[config.mk]
export PLATFORM = sky130hd
export DESIGN_NAME = useq_fetch_flat
export DESIGN_NICKNAME = d
export VERILOG_FILES = /design/src/rtl/useq_fetch_pkg.sv /design/src/rtl/useq_fetch_if.sv /design/src/rtl/useq_fetch_stack.sv /design/src/rtl/useq_fetch.sv /design/src/flat_wrapper.sv
export SDC_FILE = /design/constraint.sdc
export NUM_CORES = 1
export LEC_CHECK = 0
export BUFFER_PORTS_ARGS = -buffer_cell sky130_fd_sc_hd__buf_2
export CAP_MARGIN = 20
export CELL_PAD_IN_SITES_DETAIL_PLACEMENT = 1
export CELL_PAD_IN_SITES_GLOBAL_PLACEMENT = 2
export CORE_MARGIN = 2
export CORE_UTILIZATION = 31
export DETAILED_ROUTE_END_ITERATION = 12
export PLACE_DENSITY = 0.79
export SYNTH_ARGS = -nofsm -noshare
export SYNTH_HDL_FRONTEND = slang
export SYNTH_SLANG_ARGS = --single-unit
[constraint.sdc]
create_clock -name clk -period 3.3 [get_ports clk]
set_input_delay 0.33 -clock clk [delete_from_list [all_inputs] [get_ports clk]]
set_output_delay 0.33 -clock clk [all_outputs]
set_load 0.02 [all_outputs]
[src/rtl/useq_fetch_pkg.sv]
// useq_pkg: opcodes, FSM states and 20-bit word field positions shared by the useq_fetch sequencer.
package useq_pkg;
    localparam logic [3:0] OP_EXEC = 4'h0;
    localparam logic [3:0] OP_JUMP = 4'h2;
    localparam logic [3:0] OP_WAIT = 4'h4;
    localparam logic [3:0] OP_CALL = 4'h8;
    localparam logic [3:0] OP_RET  = 4'hC;
    localparam logic [3:0] OP_HALT = 4'hF;
    typedef enum logic [2:0] {IDLE, FETCH, DECODE, EMIT, WAIT} state_t;
    localparam int OP_LSB  = 12;
    localparam int SEL_LSB = 8;
    localparam int IMM_LSB = 0;
endpackage

[src/rtl/useq_fetch_if.sv]
// useq_fetch_if: ROM address/data bus plus the execute micro-op valid/ready handshake.
interface useq_fetch_if #(
    parameter int AW = 6,
    parameter int DW = 20
);
    logic [AW-1:0] addr;
    logic [DW-1:0] rom_dout;
    logic          ins_valid;
    logic          ins_ready;
    logic [11:0]   ins_data;
    modport master (output addr, ins_valid, ins_data, input rom_dout, ins_ready);
    modport slave  (input addr, ins_valid, ins_data, output rom_dout, ins_ready);
endinterface

[src/rtl/useq_fetch_stack.sv]
// useq_stack: return-address LIFO; dout always shows the top entry, push/pop are ignored when full/empty.
module useq_stack #(
    parameter int DEPTH = 4,
    parameter int W     = 6
) (
    input  logic         clk,
    input  logic         rst_n,
    input  logic         push,
    input  logic         pop,
    input  logic [W-1:0] din,
    output logic [W-1:0] dout,
    output logic         full,
    output logic         empty
);
    localparam int PW = $clog2(DEPTH + 1);
    localparam int IW = DEPTH > 1 ? $clog2(DEPTH) : 1;
    logic [W-1:0]  mem [DEPTH];
    logic [PW-1:0] sp;
    logic [IW-1:0] top;
    assign top   = IW'(sp - 1'b1);
    assign full  = sp == PW'(DEPTH);
    assign empty = sp == '0;
    assign dout  = mem[top];
    always_ff @(posedge clk or negedge rst_n) begin
        if (!rst_n)
            sp <= '0;
        else
            sp <= sp + PW'(push && !full) - PW'(pop && !empty);
    end
    always_ff @(posedge clk) begin
        if (push && !full)
            mem[IW'(sp)] <= din;
    end
endmodule

[src/rtl/useq_fetch.sv]
// useq_fetch: microprogram sequencer driving a 1-cycle-latency ROM and emitting execute micro-ops.
// Defining USEQ_PERF_CNT_EN adds the perf_cnt port counting accepted micro-ops.
module useq_fetch
    import useq_pkg::*;
#(
    parameter int AW          = 6,
    parameter int DW          = 20,
    parameter int STACK_DEPTH = 4,
    parameter int START_ADDR  = 0
) (
    input  logic         clk,
    input  logic         rst_n,
    input  logic         start,
    input  logic [3:0]   cond,
    useq_fetch_if.master bus,
`ifdef USEQ_PERF_CNT_EN
    output logic [15:0]  perf_cnt,
`endif
    output logic         busy,
    output logic         err
);
    state_t        state;
    logic [AW-1:0] pc, pc_inc, tgt, stk_dout;
    logic [3:0]    op, sel;
    logic [7:0]    imm, wcnt;
    logic          push, pop, full, empty, taken;
    logic          unused_bits;

    assign op          = bus.rom_dout[OP_LSB +: 4];
    assign sel         = bus.rom_dout[SEL_LSB +: 4];
    assign imm         = bus.rom_dout[IMM_LSB +: 8];
    assign unused_bits = &{1'b0, bus.rom_dout[DW-1:16]};
    assign tgt         = imm[AW-1:0];
    assign pc_inc      = pc + 1'b1;
    assign taken       = sel == 4'd0 || cond[sel[1:0]];
    assign push        = state == DECODE && op == OP_CALL && !full;
    assign pop         = state == DECODE && op == OP_RET && !empty;
    assign busy        = state != IDLE;
    assign bus.addr    = pc;

    useq_stack #(.DEPTH(STACK_DEPTH), .W(AW)) u_stack (
        .clk   (clk),
        .rst_n (rst_n),
        .push  (push),
        .pop   (pop),
        .din   (pc_inc),
        .dout  (stk_dout),
        .full  (full),
        .empty (empty)
    );

    always_ff @(posedge clk or negedge rst_n) begin
        if (!rst_n) begin
            state         <= IDLE;
            pc            <= '0;
            wcnt          <= '0;
            err           <= 1'b0;
            bus.ins_valid <= 1'b0;
            bus.ins_data  <= '0;
        end else begin
            case (state)
                IDLE: if (start) begin
                    pc    <= AW'(START_ADDR);
                    err   <= 1'b0;
                    state <= FETCH;
                end
                FETCH: state <= DECODE;
                DECODE: case (op)
                    OP_JUMP: begin
                        pc    <= taken ? tgt : pc_inc;
                        state <= FETCH;
                    end
                    OP_WAIT: begin
                        pc    <= imm == 8'd0 ? pc_inc : pc;
                        wcnt  <= imm;
                        state <= imm == 8'd0 ? FETCH : WAIT;
                    end
                    OP_CALL: begin
                        err   <= err | full;
                        pc    <= full ? pc : tgt;
                        state <= full ? IDLE : FETCH;
                    end
                    OP_RET: begin
                        err   <= err | empty;
                        pc    <= empty ? pc : stk_dout;
                        state <= empty ? IDLE : FETCH;
                    end
                    OP_HALT: state <= IDLE;
                    default: begin
                        bus.ins_data  <= {sel, imm};
                        bus.ins_valid <= 1'b1;
                        state         <= EMIT;
                    end
                endcase
                EMIT: if (bus.ins_ready) begin
                    bus.ins_valid <= 1'b0;
                    pc            <= pc_inc;
                    state         <= FETCH;
                end
                WAIT: begin
                    wcnt <= wcnt - 1'b1;
                    if (wcnt == 8'd1) begin
                        pc    <= pc_inc;
                        state <= FETCH;
                    end
                end
                default: state <= IDLE;
            endcase
        end
    end

`ifdef USEQ_PERF_CNT_EN
    always_ff @(posedge clk or negedge rst_n) begin
        if (!rst_n)
            perf_cnt <= '0;
        else if (state == IDLE && start)
            perf_cnt <= '0;
        else if (state == EMIT && bus.ins_ready)
            perf_cnt <= perf_cnt + 1'b1;
    end
`endif
endmodule
[src/flat_wrapper.sv]
// flat-port wrapper written by rule: the top's interface ports become plain ports
module useq_fetch_flat import useq_pkg::*;
#(
    parameter int AW          = 6,
    parameter int DW          = 20,
    parameter int STACK_DEPTH = 4,
    parameter int START_ADDR  = 0
)
  (clk, rst_n, start, cond, busy, err, bus_addr, bus_ins_valid, bus_ins_data, bus_rom_dout, bus_ins_ready);
  useq_fetch_if #(.AW(AW), .DW(DW)) bus_i ();
  input  logic clk;
  input  logic rst_n;
  input  logic start;
  input  logic [3:0] cond;
  output logic busy;
  output logic err;
  output wire logic [$bits(bus_i.addr)-1:0] bus_addr;
  output wire logic [$bits(bus_i.ins_valid)-1:0] bus_ins_valid;
  output wire logic [$bits(bus_i.ins_data)-1:0] bus_ins_data;
  input wire logic [$bits(bus_i.rom_dout)-1:0] bus_rom_dout;
  input wire logic [$bits(bus_i.ins_ready)-1:0] bus_ins_ready;
  assign bus_addr = bus_i.addr;
  assign bus_ins_valid = bus_i.ins_valid;
  assign bus_ins_data = bus_i.ins_data;
  assign bus_i.rom_dout = bus_rom_dout;
  assign bus_i.ins_ready = bus_ins_ready;
  useq_fetch #(.AW(AW), .DW(DW), .STACK_DEPTH(STACK_DEPTH), .START_ADDR(START_ADDR)) u_core (.clk(clk), .rst_n(rst_n), .start(start), .cond(cond), .bus(bus_i), .busy(busy), .err(err));
endmodule
==> impl_metrics.yaml <==
power:
  powerDensity_mw_per_mm2: 866
  power_w: 0.00331
  max-vdd-ir-drop_v: 0.000343
  leakage_nw: 1.59
cts:
  ctsRootBufferMaster: "clkbuf_8"
  h-tree-depth: 3
  cts_resized: 0
  post-cts-setup-buffers: 0
  clk_path_buf_depth: 2
  path_clk_slew_ps: 80
  clkSinkCount: 58
  clock_latency_ps: 350
  tritoncts: "built"
  cts_hold_buf: 0
  cts_buffers: 9
synth:
  yosys_warnings: 0
  ys_ff_latch: 58
  yosys.area.top_type: "dfrtp_1"
  yosys-top-cells-area: "dfrtp_1 (26%), edfxtp_1 (22%), mux2_2 (4.9%)"
  yosys_most_used_dff: "dfrtp_1"
  synthCells: 298
  avgSynthCellArea_um2: 10.9
  yosysUniqueCellTypes: 59
  yosysTopAreaCellShare_pct: 26.3
  ys_seq_area_share_pct: 48.6
  syn-num-nets: 336
  syn_area_mm2: 0.00324
  postSynth.asyncResetShare_pct: 58.6
  synth_edf_count: 24
setup_path:
  cp_top_family: "simple AND/OR/NAND/NOR gates"
  start_kind: "flop"
  cp_cell_sequence: "nor2_1 > nand2_1 > nor3_1 > ha_1 > inv_1 > ha_1 > inv_1 > fa_1 > xnor2_1 > xnor2_1"
  max_stage_delay_ps: 480
  worst-setup-path-type: "flop to flop"
  path_max_fanout: 10
  cp_slowest_cell: "dfrtp_1"
  cp.required_ps: 3570
  worstSetupEndpointType: "flop"
  arrival_ps: 2850
  critPathBufInv: 2
sta:
  setup_viol: 0
  hold_slack_ps: 75.8
  clock_skew_ps: 8.83
  worst_slack_ps: 723
  fmax_mhz: 388
  final.min_clock_period_ps: 2580
  fin_setup_tns_ps: 0
  final_hold_viol_count: 0
  rsz0062_at_grt: "false"
  worst_pin_slew_ps: 831
  period_share_pct: 78.1
  max-slew-margin-rel_pct: 44.6
  slew_violations: 0
hold_path:
  min_path_type: "input pin to async pin"
route:
  wire_per_inst_um: 17.8
  vias: 2523
  ant_nets: 0
  vias_per_cell: 5.19
  firstDrtPassIters: 5
  totalWireLength_um: 8650
  post-route-drc-count: 0
  first_iter_violations: 165
placement:
  place_inst: 470
  pre_cts_ws_ps: 734
  port_buffers: 44
  hpwl_um: 6320
  gp_congestion: 0.810
die:
  die_area_mm2: 0.0113
  fp.dieW_um: 106
  core-area_mm2: 0.0102
  io_pins: 49
  die_h_um: 106
  start_util_pct: 31.6
  num_rows: 37
final_layout:
  stdcell_count: 486
  areaGrowthSynthToFinish_pct: 18.1
  antenna_cells: 0
  n_fill_cell: 1160
  drive_gt1_share_pct: 28.9
  nets: 383
global_route:
  overflow: 0
  grt_pass1_vias: 2579
  grt_pass1_wl_um: 14100
  grt_usage_pct: 16.4
  grt_max_degree: 35
  antenna_found_initial: 0
flow_run:
  maxCapViolCount: 0
status:
  status: "finished clean"
final cells by class:
class	instances	area [um2]	share of cell area, %
Tap cell	136	170	4.45
Inverter	16	60.1	1.57
Clock inverter	7	101	2.65
Sequential cell	58	1570	41.1
Clock buffer	9	124	3.24
Timing Repair Buffer	50	265	6.94
Multi-Input combinational cell	210	1530	40.0
flip-flops by register name, summed over array words and instances, names as in the netlist:
register	cells
u_core.wcnt	8
u_core.u_stack.sp	3
u_core.bus.ins_data	12
u_core.u_stack.mem	24
u_core.err	1
u_core.bus.addr	6
u_core.state	3
u_core.bus.ins_valid	1
worst register-to-register path, delay by kind of cell, from the launching register on:
kind | cells | cell delay (ps)
flops | 1 | 480
simple gates | 3 | 840
buf+inv | 2 | 110
fa+ha+maj | 3 | 760
xor+xnor | 2 | 320
power breakdown:
part           internal, W  total (W)  switching (W)
Combinational     0.000571    0.00137       0.000797
Sequential        0.000992    0.00118       0.000190
Clock             0.000431   0.000758       0.000327
Total              0.00199    0.00331        0.00131
metal layers:
layer  vias to the layer above  global-route usage, %  part of all wire, %
met1                      1264                   23.7                   50
li1                       1190                      -                    -
met5                         -                      0                    0
met3                         9                   4.35                  5.0
met2                        60                   23.9                   44
met4                         0                   5.08                  1.4
cells in the final DEF, fill, tap and decap left out, types with 2 or more instances in the layout:
cell,instances
buf_2,44
xnor2_1,5
nor4_1,3
dfrtp_1,34
and2_1,5
nand4b_1,2
nand2_1,25
or3_1,4
nand4_1,4
buf_4,6
inv_1,16
nand2b_1,3
o221a_2,3
o21ai_0,14
o22ai_1,3
nor3_1,5
o31ai_1,3
nand3_1,7
a211oi_1,3
or3b_1,2
bufinv_16,2
a21oi_1,17
edfxtp_1,24
clkbuf_8,9
clkinvlp_4,2
ha_1,9
inv_6,2
a31o_2,2
a31oi_1,5
a21o_1,4
xor2_1,3
nor2_1,32
mux2_2,14
mux4_2,6
logic make-up after synthesis:
kind of cell	after synthesis	share of synthesized area, %
AO/OA/AOI/OAI	70	15.0
XOR/XNOR	8	2.16
adder cells (fa/ha/maj)	10	4.10
buffers and inverters	30	4.17
flip-flops	58	48.6
multiplexers	22	9.70
AND/OR/NAND/NOR	100	16.3
Yosys cell counts (all sizes together) (2+ instances only):
master / count
xor2: 3
o31ai: 3
a21o: 4
o221a: 3
a211oi: 3
o211ai: 2
and2: 5
mux4: 6
a31oi: 6
mux2: 15
or3: 4
nand4: 4
nor3b: 2
a21oi: 18
o21ai: 15
xnor2: 5
nor3: 5
buf: 13
nand4b: 2
or3b: 2
ha: 9
inv: 16
o22ai: 3
nand2: 25
nor4: 4
nand2b: 3
nor2: 32
nand3: 8
a31o: 2
edfxtp: 24
dfrtp: 34
final timing paths:
| path | start | endpoint | slack [ps] | cells after the start |
|---|---|---|---|---|
| setup / recovery | u_core.state[0]$_DFFE_PN0P_ | u_core.u_stack.sp[2]$_DFF_PN0_ | 720 | 10 |
| hold / removal | rst_n | u_core.bus.ins_data[2]$_DFFE_PN0P_ | 80 | 1 |
| setup reg to reg | u_core.state[0]$_DFFE_PN0P_ | u_core.u_stack.sp[2]$_DFF_PN0_ | 720 | 10 |
| hold reg to reg | u_core.bus.ins_data[5]$_DFFE_PN0P_ | u_core.bus.ins_data[5]$_DFFE_PN0P_ | 500 | 1 |
| max in group asynchronous | rst_n | u_core.wcnt[3]$_DFFE_PN0P_ | 2700 | 1 |
| min in group clk | bus_ins_ready | u_core.bus.ins_valid$_DFFE_PN0P_ | 200 | 2 |
metrics by stage:
step	util, %	cell area (um2)
3_3_place_gp	35.2	3600
2_1_floorplan	-	3240
4_1_cts	37.4	3820
5_1_grt	37.4	3820
3_5_place_dp	35.2	3600
6_report	37.4	3820
(Power assumes the default switching activity.)
